==> config.mk <==
export PLATFORM = sky130hd
export DESIGN_NAME = next_addr_ctl
export DESIGN_NICKNAME = d
export VERILOG_FILES = /design/src/rtl/usequ_pkg.sv /design/src/rtl/loop_counter.sv /design/src/rtl/next_addr_ctl.sv
export SDC_FILE = /design/constraint.sdc
export NUM_CORES = 1
export LEC_CHECK = 0
export BUFFER_PORTS_ARGS = -buffer_cell sky130_fd_sc_hd__buf_4
export CORE_UTILIZATION = 54
export DETAILED_ROUTE_END_ITERATION = 10
export PLACE_DENSITY = 0.91
export SLEW_MARGIN = 20
export SYNTH_ARGS = -nofsm -noshare
export SYNTH_HDL_FRONTEND = slang
export SYNTH_SLANG_ARGS = --single-unit
==> constraint.sdc <==
create_clock -name clock -period 4.4 [get_ports clock]
set_input_delay 0.88 -clock clock [delete_from_list [all_inputs] [get_ports clock]]
set_output_delay 0.88 -clock clock [all_outputs]
set_load 0.005 [all_outputs]
==> src/rtl/usequ_pkg.sv <==
// Shared definitions for the microsequencer next-address controller:
// opcode set, slice address-source encodings and the decoded control bundle.
package usequ_pkg;

    typedef enum logic [3:0] {
        UOP_JZ   = 4'h0,
        UOP_CJS  = 4'h1,
        UOP_JMAP = 4'h2,
        UOP_CJP  = 4'h3,
        UOP_PUSH = 4'h4,
        UOP_JSRP = 4'h5,
        UOP_CJV  = 4'h6,
        UOP_JRP  = 4'h7,
        UOP_RFCT = 4'h8,
        UOP_RPCT = 4'h9,
        UOP_CRTN = 4'hA,
        UOP_CJPP = 4'hB,
        UOP_LDCT = 4'hC,
        UOP_LOOP = 4'hD,
        UOP_CONT = 4'hE,
        UOP_TWB  = 4'hF
    } uop_e;

    typedef enum logic [1:0] {
        SEL_PC  = 2'b00,
        SEL_AR  = 2'b01,
        SEL_STK = 2'b10,
        SEL_D   = 2'b11
    } sel_e;

    typedef struct packed {
        sel_e sel;
        logic zero_n;
        logic fe_n;
        logic pup;
        logic re_n;
        logic cin;
        logic map_en_n;
        logic pl_en_n;
        logic vect_en_n;
        logic load;
        logic dec;
    } ctl_t;

    localparam ctl_t CTL_DEFAULT = '{
        sel:       SEL_PC,
        zero_n:    1'b1,
        fe_n:      1'b1,
        pup:       1'b0,
        re_n:      1'b1,
        cin:       1'b1,
        map_en_n:  1'b1,
        pl_en_n:   1'b0,
        vect_en_n: 1'b1,
        load:      1'b0,
        dec:       1'b0
    };

    function automatic ctl_t ctl_push(input ctl_t c);
        ctl_t r;
        r      = c;
        r.fe_n = 1'b0;
        r.pup  = 1'b1;
        return r;
    endfunction

    function automatic ctl_t ctl_pop(input ctl_t c);
        ctl_t r;
        r      = c;
        r.fe_n = 1'b0;
        r.pup  = 1'b0;
        return r;
    endfunction

endpackage

==> src/rtl/loop_counter.sv <==
// Loop counter for repeat/loop microinstructions; load wins over decrement
// and the count saturates at zero instead of wrapping.
module loop_counter #(
    parameter int CNT_W = 8
) (
    input  logic             clock,
    input  logic             reset,
    input  logic             load,
    input  logic             dec,
    input  logic [CNT_W-1:0] din,
    output logic [CNT_W-1:0] count,
    output logic             zero
);

    logic [CNT_W-1:0] count_r;

    // Count register: reset clears, load has priority, decrement stops at zero
    always_ff @(posedge clock) begin
        if (reset) begin
            count_r <= '0;
        end else if (load) begin
            count_r <= din;
        end else if (dec && (count_r != '0)) begin
            count_r <= count_r - CNT_W'(1);
        end else begin
            count_r <= count_r;
        end
    end

    assign count = count_r;
    assign zero  = (count_r == '0);

endmodule

==> src/rtl/next_addr_ctl.sv <==
// Next-address control for a bit-slice microsequencer: decodes the 4-bit
// next-address opcode into slice controls and drives the loop counter.
module next_addr_ctl
    import usequ_pkg::*;
#(
    parameter int CNT_W = 8
) (
    input  logic             clock,
    input  logic             reset,
    input  logic [3:0]       uop,
    input  logic             test,
    input  logic             hold,
    input  logic [CNT_W-1:0] cnt_din,
    output logic             s1,
    output logic             s0,
    output logic             zero_n,
    output logic             fe_n,
    output logic             pup,
    output logic             re_n,
    output logic             cin,
    output logic             map_en_n,
    output logic             pl_en_n,
    output logic             vect_en_n,
    output logic             cnt_zero
);

    logic             rst_state_r;
    logic             cnt_zero_s;
    logic [CNT_W-1:0] count_s;
    ctl_t             dec_s;
    ctl_t             ctl_s;

    // Pipeline register is not valid until one cycle after reset releases
    always_ff @(posedge clock) begin
        if (reset) begin
            rst_state_r <= 1'b1;
        end else begin
            rst_state_r <= 1'b0;
        end
    end

    // Opcode decode
    always_comb begin
        dec_s = CTL_DEFAULT;
        case (uop_e'(uop))
            UOP_JZ:   dec_s.zero_n = 1'b0;
            UOP_CJS:  begin
                if (test) begin
                    dec_s.sel = SEL_D;
                    dec_s     = ctl_push(dec_s);
                end else begin
                    dec_s.sel = SEL_PC;
                end
            end
            UOP_JMAP: begin
                dec_s.sel      = SEL_D;
                dec_s.map_en_n = 1'b0;
                dec_s.pl_en_n  = 1'b1;
            end
            UOP_CJP:  dec_s.sel = test ? SEL_D : SEL_PC;
            UOP_PUSH: begin
                dec_s.sel  = SEL_PC;
                dec_s      = ctl_push(dec_s);
                dec_s.load = test;
            end
            UOP_JSRP: begin
                dec_s.sel = test ? SEL_D : SEL_AR;
                dec_s     = ctl_push(dec_s);
            end
            UOP_CJV:  begin
                if (test) begin
                    dec_s.sel       = SEL_D;
                    dec_s.vect_en_n = 1'b0;
                    dec_s.pl_en_n   = 1'b1;
                end else begin
                    dec_s.sel = SEL_PC;
                end
            end
            UOP_JRP:  dec_s.sel = test ? SEL_D : SEL_AR;
            UOP_RFCT: begin
                if (!cnt_zero_s) begin
                    dec_s.sel = SEL_STK;
                    dec_s.dec = 1'b1;
                end else begin
                    dec_s.sel = SEL_PC;
                    dec_s     = ctl_pop(dec_s);
                end
            end
            UOP_RPCT: begin
                if (!cnt_zero_s) begin
                    dec_s.sel = SEL_D;
                    dec_s.dec = 1'b1;
                end else begin
                    dec_s.sel = SEL_PC;
                end
            end
            UOP_CRTN: begin
                if (test) begin
                    dec_s.sel = SEL_STK;
                    dec_s     = ctl_pop(dec_s);
                end else begin
                    dec_s.sel = SEL_PC;
                end
            end
            UOP_CJPP: begin
                if (test) begin
                    dec_s.sel = SEL_D;
                    dec_s     = ctl_pop(dec_s);
                end else begin
                    dec_s.sel = SEL_PC;
                end
            end
            UOP_LDCT: begin
                dec_s.sel  = SEL_PC;
                dec_s.load = 1'b1;
                dec_s.re_n = 1'b0;
            end
            UOP_LOOP: begin
                if (test) begin
                    dec_s.sel = SEL_PC;
                    dec_s     = ctl_pop(dec_s);
                end else begin
                    dec_s.sel = SEL_STK;
                end
            end
            UOP_CONT: dec_s.sel = SEL_PC;
            UOP_TWB:  begin
                if (test) begin
                    dec_s.sel = SEL_PC;
                    dec_s     = ctl_pop(dec_s);
                end else if (!cnt_zero_s) begin
                    dec_s.sel = SEL_STK;
                    dec_s.dec = 1'b1;
                end else begin
                    dec_s.sel = SEL_D;
                    dec_s     = ctl_pop(dec_s);
                end
            end
            default:  dec_s = CTL_DEFAULT;
        endcase
    end

    // Reset and hold overrides; under hold zero_n is also released so the
    // incremented-then-held PC really re-presents the same address
    always_comb begin
        ctl_s = dec_s;
        if (reset || rst_state_r) begin
            ctl_s        = CTL_DEFAULT;
            ctl_s.zero_n = 1'b0;
        end else if (hold) begin
            ctl_s.sel    = SEL_PC;
            ctl_s.cin    = 1'b0;
            ctl_s.fe_n   = 1'b1;
            ctl_s.pup    = 1'b0;
            ctl_s.re_n   = 1'b1;
            ctl_s.zero_n = 1'b1;
            ctl_s.load   = 1'b0;
            ctl_s.dec    = 1'b0;
        end else begin
            ctl_s = dec_s;
        end
    end

    loop_counter #(
        .CNT_W (CNT_W)
    ) u_cnt (
        .clock (clock),
        .reset (reset),
        .load  (ctl_s.load),
        .dec   (ctl_s.dec),
        .din   (cnt_din),
        .count (count_s),
        .zero  (cnt_zero_s)
    );

    assign s1        = ctl_s.sel[1];
    assign s0        = ctl_s.sel[0];
    assign zero_n    = ctl_s.zero_n;
    assign fe_n      = ctl_s.fe_n;
    assign pup       = ctl_s.pup;
    assign re_n      = ctl_s.re_n;
    assign cin       = ctl_s.cin;
    assign map_en_n  = ctl_s.map_en_n;
    assign pl_en_n   = ctl_s.pl_en_n;
    assign vect_en_n = ctl_s.vect_en_n;
    assign cnt_zero  = cnt_zero_s;

endmodule

==> run metrics <==
status=complete, no violations; Static Leak=0.4403 nW; width of the die=approximately 43 um; final non-filler cell area=roughly 0.0011 mm2; normalized max-slew margin=about 54%; hold_ws=~530 ps; CTS Buf Count=3; Cell variety after synth=40; DRC=0; synthesized area=slightly below 900 um2; post-place setup slack=1601 ps; CTS clk-pin slew, worst paths=70 ps; CP max stage delay=about 500 ps; critical-path cell list=inv_1, ha_1, or3b_2, o2111a_1, a21oi_1, a31oi_1, buf_4; Peak VDD IR=roughly 0.00017 V; Clock Latency Late Sink=280 ps; Post-Syn Instances=around 120; Switching Fraction=between 30% and 40%; Compound-Gate Fraction of Synth Area=a little under a third; Max clock buf depth=2; post-DR vias/cell=6.313; critical path buffer and inverter count=2; initial antenna violation count=0; Iter 0 DRT Violations=21; root buf cell=clkbuf_4; Layout Skew=~7.6 ps; row cnt=14; # resized after CTS=0; vias in the first global route=889; post-synthesis xor/xnor area fraction=0%; min Tclk post-route=2860 ps; PortBufs=26; gr usage total=roughly a quarter; DP Wirelength=approximately 1600 um; Core Region=approximately 0.0015 mm2; WP data required=approximately 3500 ps; worst-path maximum fanout=4; global placer's final weighted congestion=roughly 0.88; P_sw=0.06528 mW; clk sinks=9; final std cells w/o fill=160; fraction of the mapped netlist area in adder cells=around 3.9%; Antenna Cells=0; total power=between 0.2 and 0.25 mW; Net Count, Synth=140; Post-CTS Hold Fix Bufs=0; DRT Pass-1 Iters=4; Die Y-Extent=42.70 um; final setup vio count=0; setup ws final=1540 ps; placed instance area=around 0.0011 mm2; maxcap violations=0; register area share after synthesis=20.14%; routed via count=~1000; largest family of logic cells by synthesized area=simple AND/OR/NAND/NOR gates; CTS tree=built; Worst-Margin Slew=approximately 700 ps; fin crit share=roughly two thirds; dpl cells=between 150 and 200; Combinational Power Share=between 20% and 30%; CP endpoint kind=output port; setup bufs post-CTS=0; routed length per instance=13.64 um; wirelength, routed=2182 um; critical path class=register to output port; mux contribution to synthesized area=approximately 1.3%; largest net degree at the start of global routing=16; Top Family by Delay on Critical Path=simple AND/OR/NAND/NOR gates; Int Pwr=~0.14 mW; register-to-register setup slack=roughly 2400 ps; first-pass GRT wire length=3726 um; Reg power frac=40.7%; Fin. Hold Viols=0; Final Util=71.59%; die area=0.001823 mm2; Clk pwr share=33.9%; Syn Area/Cell=~7.3 um2; Congestion Overflow GR=0; Area Overhead vs Synth=21.96%; H-tree Lvls=1; f_max=349.6 MHz; Slowest cell on crit path=or3b_2; Initial Utilization=about three fifths; Sum Neg Setup Slack=0 ps; simple-gate share of the synthesized area=between 30% and 40%; Slew Viols, Final=0; YS warnings=0; antenna-violating nets left=0; Ports=27; RSZ-0062 raised after global routing=no; Arrival @ worst endpoint=1980 ps; Hold WC Path Type=register to register; share of cells above drive strength 1=between 20 and 30%; FF+latch count, synth=9; crit start category=register; Nets=around 160; Pwr Density=approximately 190 mW/mm2
==> final cells by class <==
| type | instances | area, um2 |
|---|---|---|
| multi-input cells | 95 | 628.1 |
| fillers | 114 | 432.9 |
| repair buffers | 27 | 202.7 |
| flip-flops and latches | 9 | 180.2 |
| inverters | 9 | 33.78 |
| clock buffers | 4 | 26.28 |
| well taps | 16 | 20.02 |
==> power by group through the flow <==
| stage | clock (mW) | sequential [mW] | combinational [mW] |
|---|---|---|---|
| 2_1_floorplan | 0 | 0.0859 | 0.0320 |
| 3_3_place_gp | 0 | 0.0861 | 0.0501 |
| 3_5_place_dp | 0 | 0.0862 | 0.0519 |
| 4_1_cts | 0.0710 | 0.0843 | 0.0520 |
| 5_1_grt | 0.0754 | 0.0845 | 0.0585 |
| 6_report | 0.0702 | 0.0844 | 0.0525 |
==> cell families (layout without fill, tap and decap cells) <==
group / after synthesis / after routing
buffers and inverters: 18 / 40
DFF: 9 / 9
adders and majority gates: 3 / 3
AOI/OAI and AO/OA: 38 / 38
muxes: 1 / 1
and+or+nand+nor: 53 / 53
==> worst paths after layout <==
kind / start / to / depth (start not counted)
max: u_cnt.count[0] / s0 / 7
min: u_cnt.count[7] / u_cnt.count[7] / 2
max reg2reg: u_cnt.count[0] / u_cnt.count[3] / 6
min reg2reg: u_cnt.count[7] / u_cnt.count[7] / 2
==> registers in the layout, indices dropped and copies added (netlist names) <==
name,cells
u_cnt.count,8
rst_state_r,1
==> cell usage after synthesis, drive strengths merged <==
master / number / share of area [%]
nor3: 3 / 2.9
dfxtp: 9 / 20
a2111oi: 1 / 1.7
nand4: 4 / 2.8
and4b: 1 / 1.1
nand3: 4 / 2.2
o2111ai: 2 / 2.0
o31ai: 5 / 4.2
nand3b: 1 / 0.84
and2: 1 / 0.70
nor4: 2 / 1.4
o211ai: 1 / 0.84
or3b: 1 / 0.98
or2: 1 / 0.70
inv: 9 / 3.8
nor2: 18 / 7.6
or4: 6 / 5.5
o41a: 1 / 1.3
o22ai: 1 / 0.70
ha: 2 / 2.8
o21a: 2 / 1.7
and3b: 1 / 0.98
mux2: 1 / 1.3
nand2b: 2 / 1.4
o2111a: 1 / 1.3
buf: 3 / 3.4
or3: 3 / 2.1
nand2: 5 / 2.1
maj3: 1 / 1.1
o311ai: 1 / 0.98
o21ai: 8 / 5.3
a21oi: 7 / 3.9
clkbuf: 6 / 2.5
a311oi: 6 / 6.6
a31oi: 2 / 1.4
==> layer usage <==
metal  up-vias  share of wire [%]  GRT usage, %
met2        25                 47         42.12
li1        508                  -             -
met5         -                  0             0
met1       470                 47         33.33
met3         7                4.4         6.809
met4         0                1.7         10.00
==> tightest hold or removal path, cell delays in order, from the launching register on <==
cell and delay (ps):
dfxtp_1 330, o31ai_1 70, a311oi_1 80
==> cell usage in the layout (no fill, tap or decap), types with 4 or more instances in the layout <==
cell	Yosys	layout
dfxtp_1	9	9
nand2_1	5	5
nor2_1	18	18
or4_1	5	5
o31ai_1	5	5
a21oi_1	7	7
buf_4	1	27
o21ai_0	6	6
a311oi_1	5	5
inv_1	9	9
nand3_1	4	4
nand4_1	4	4
(Power assumes the default switching activity.)
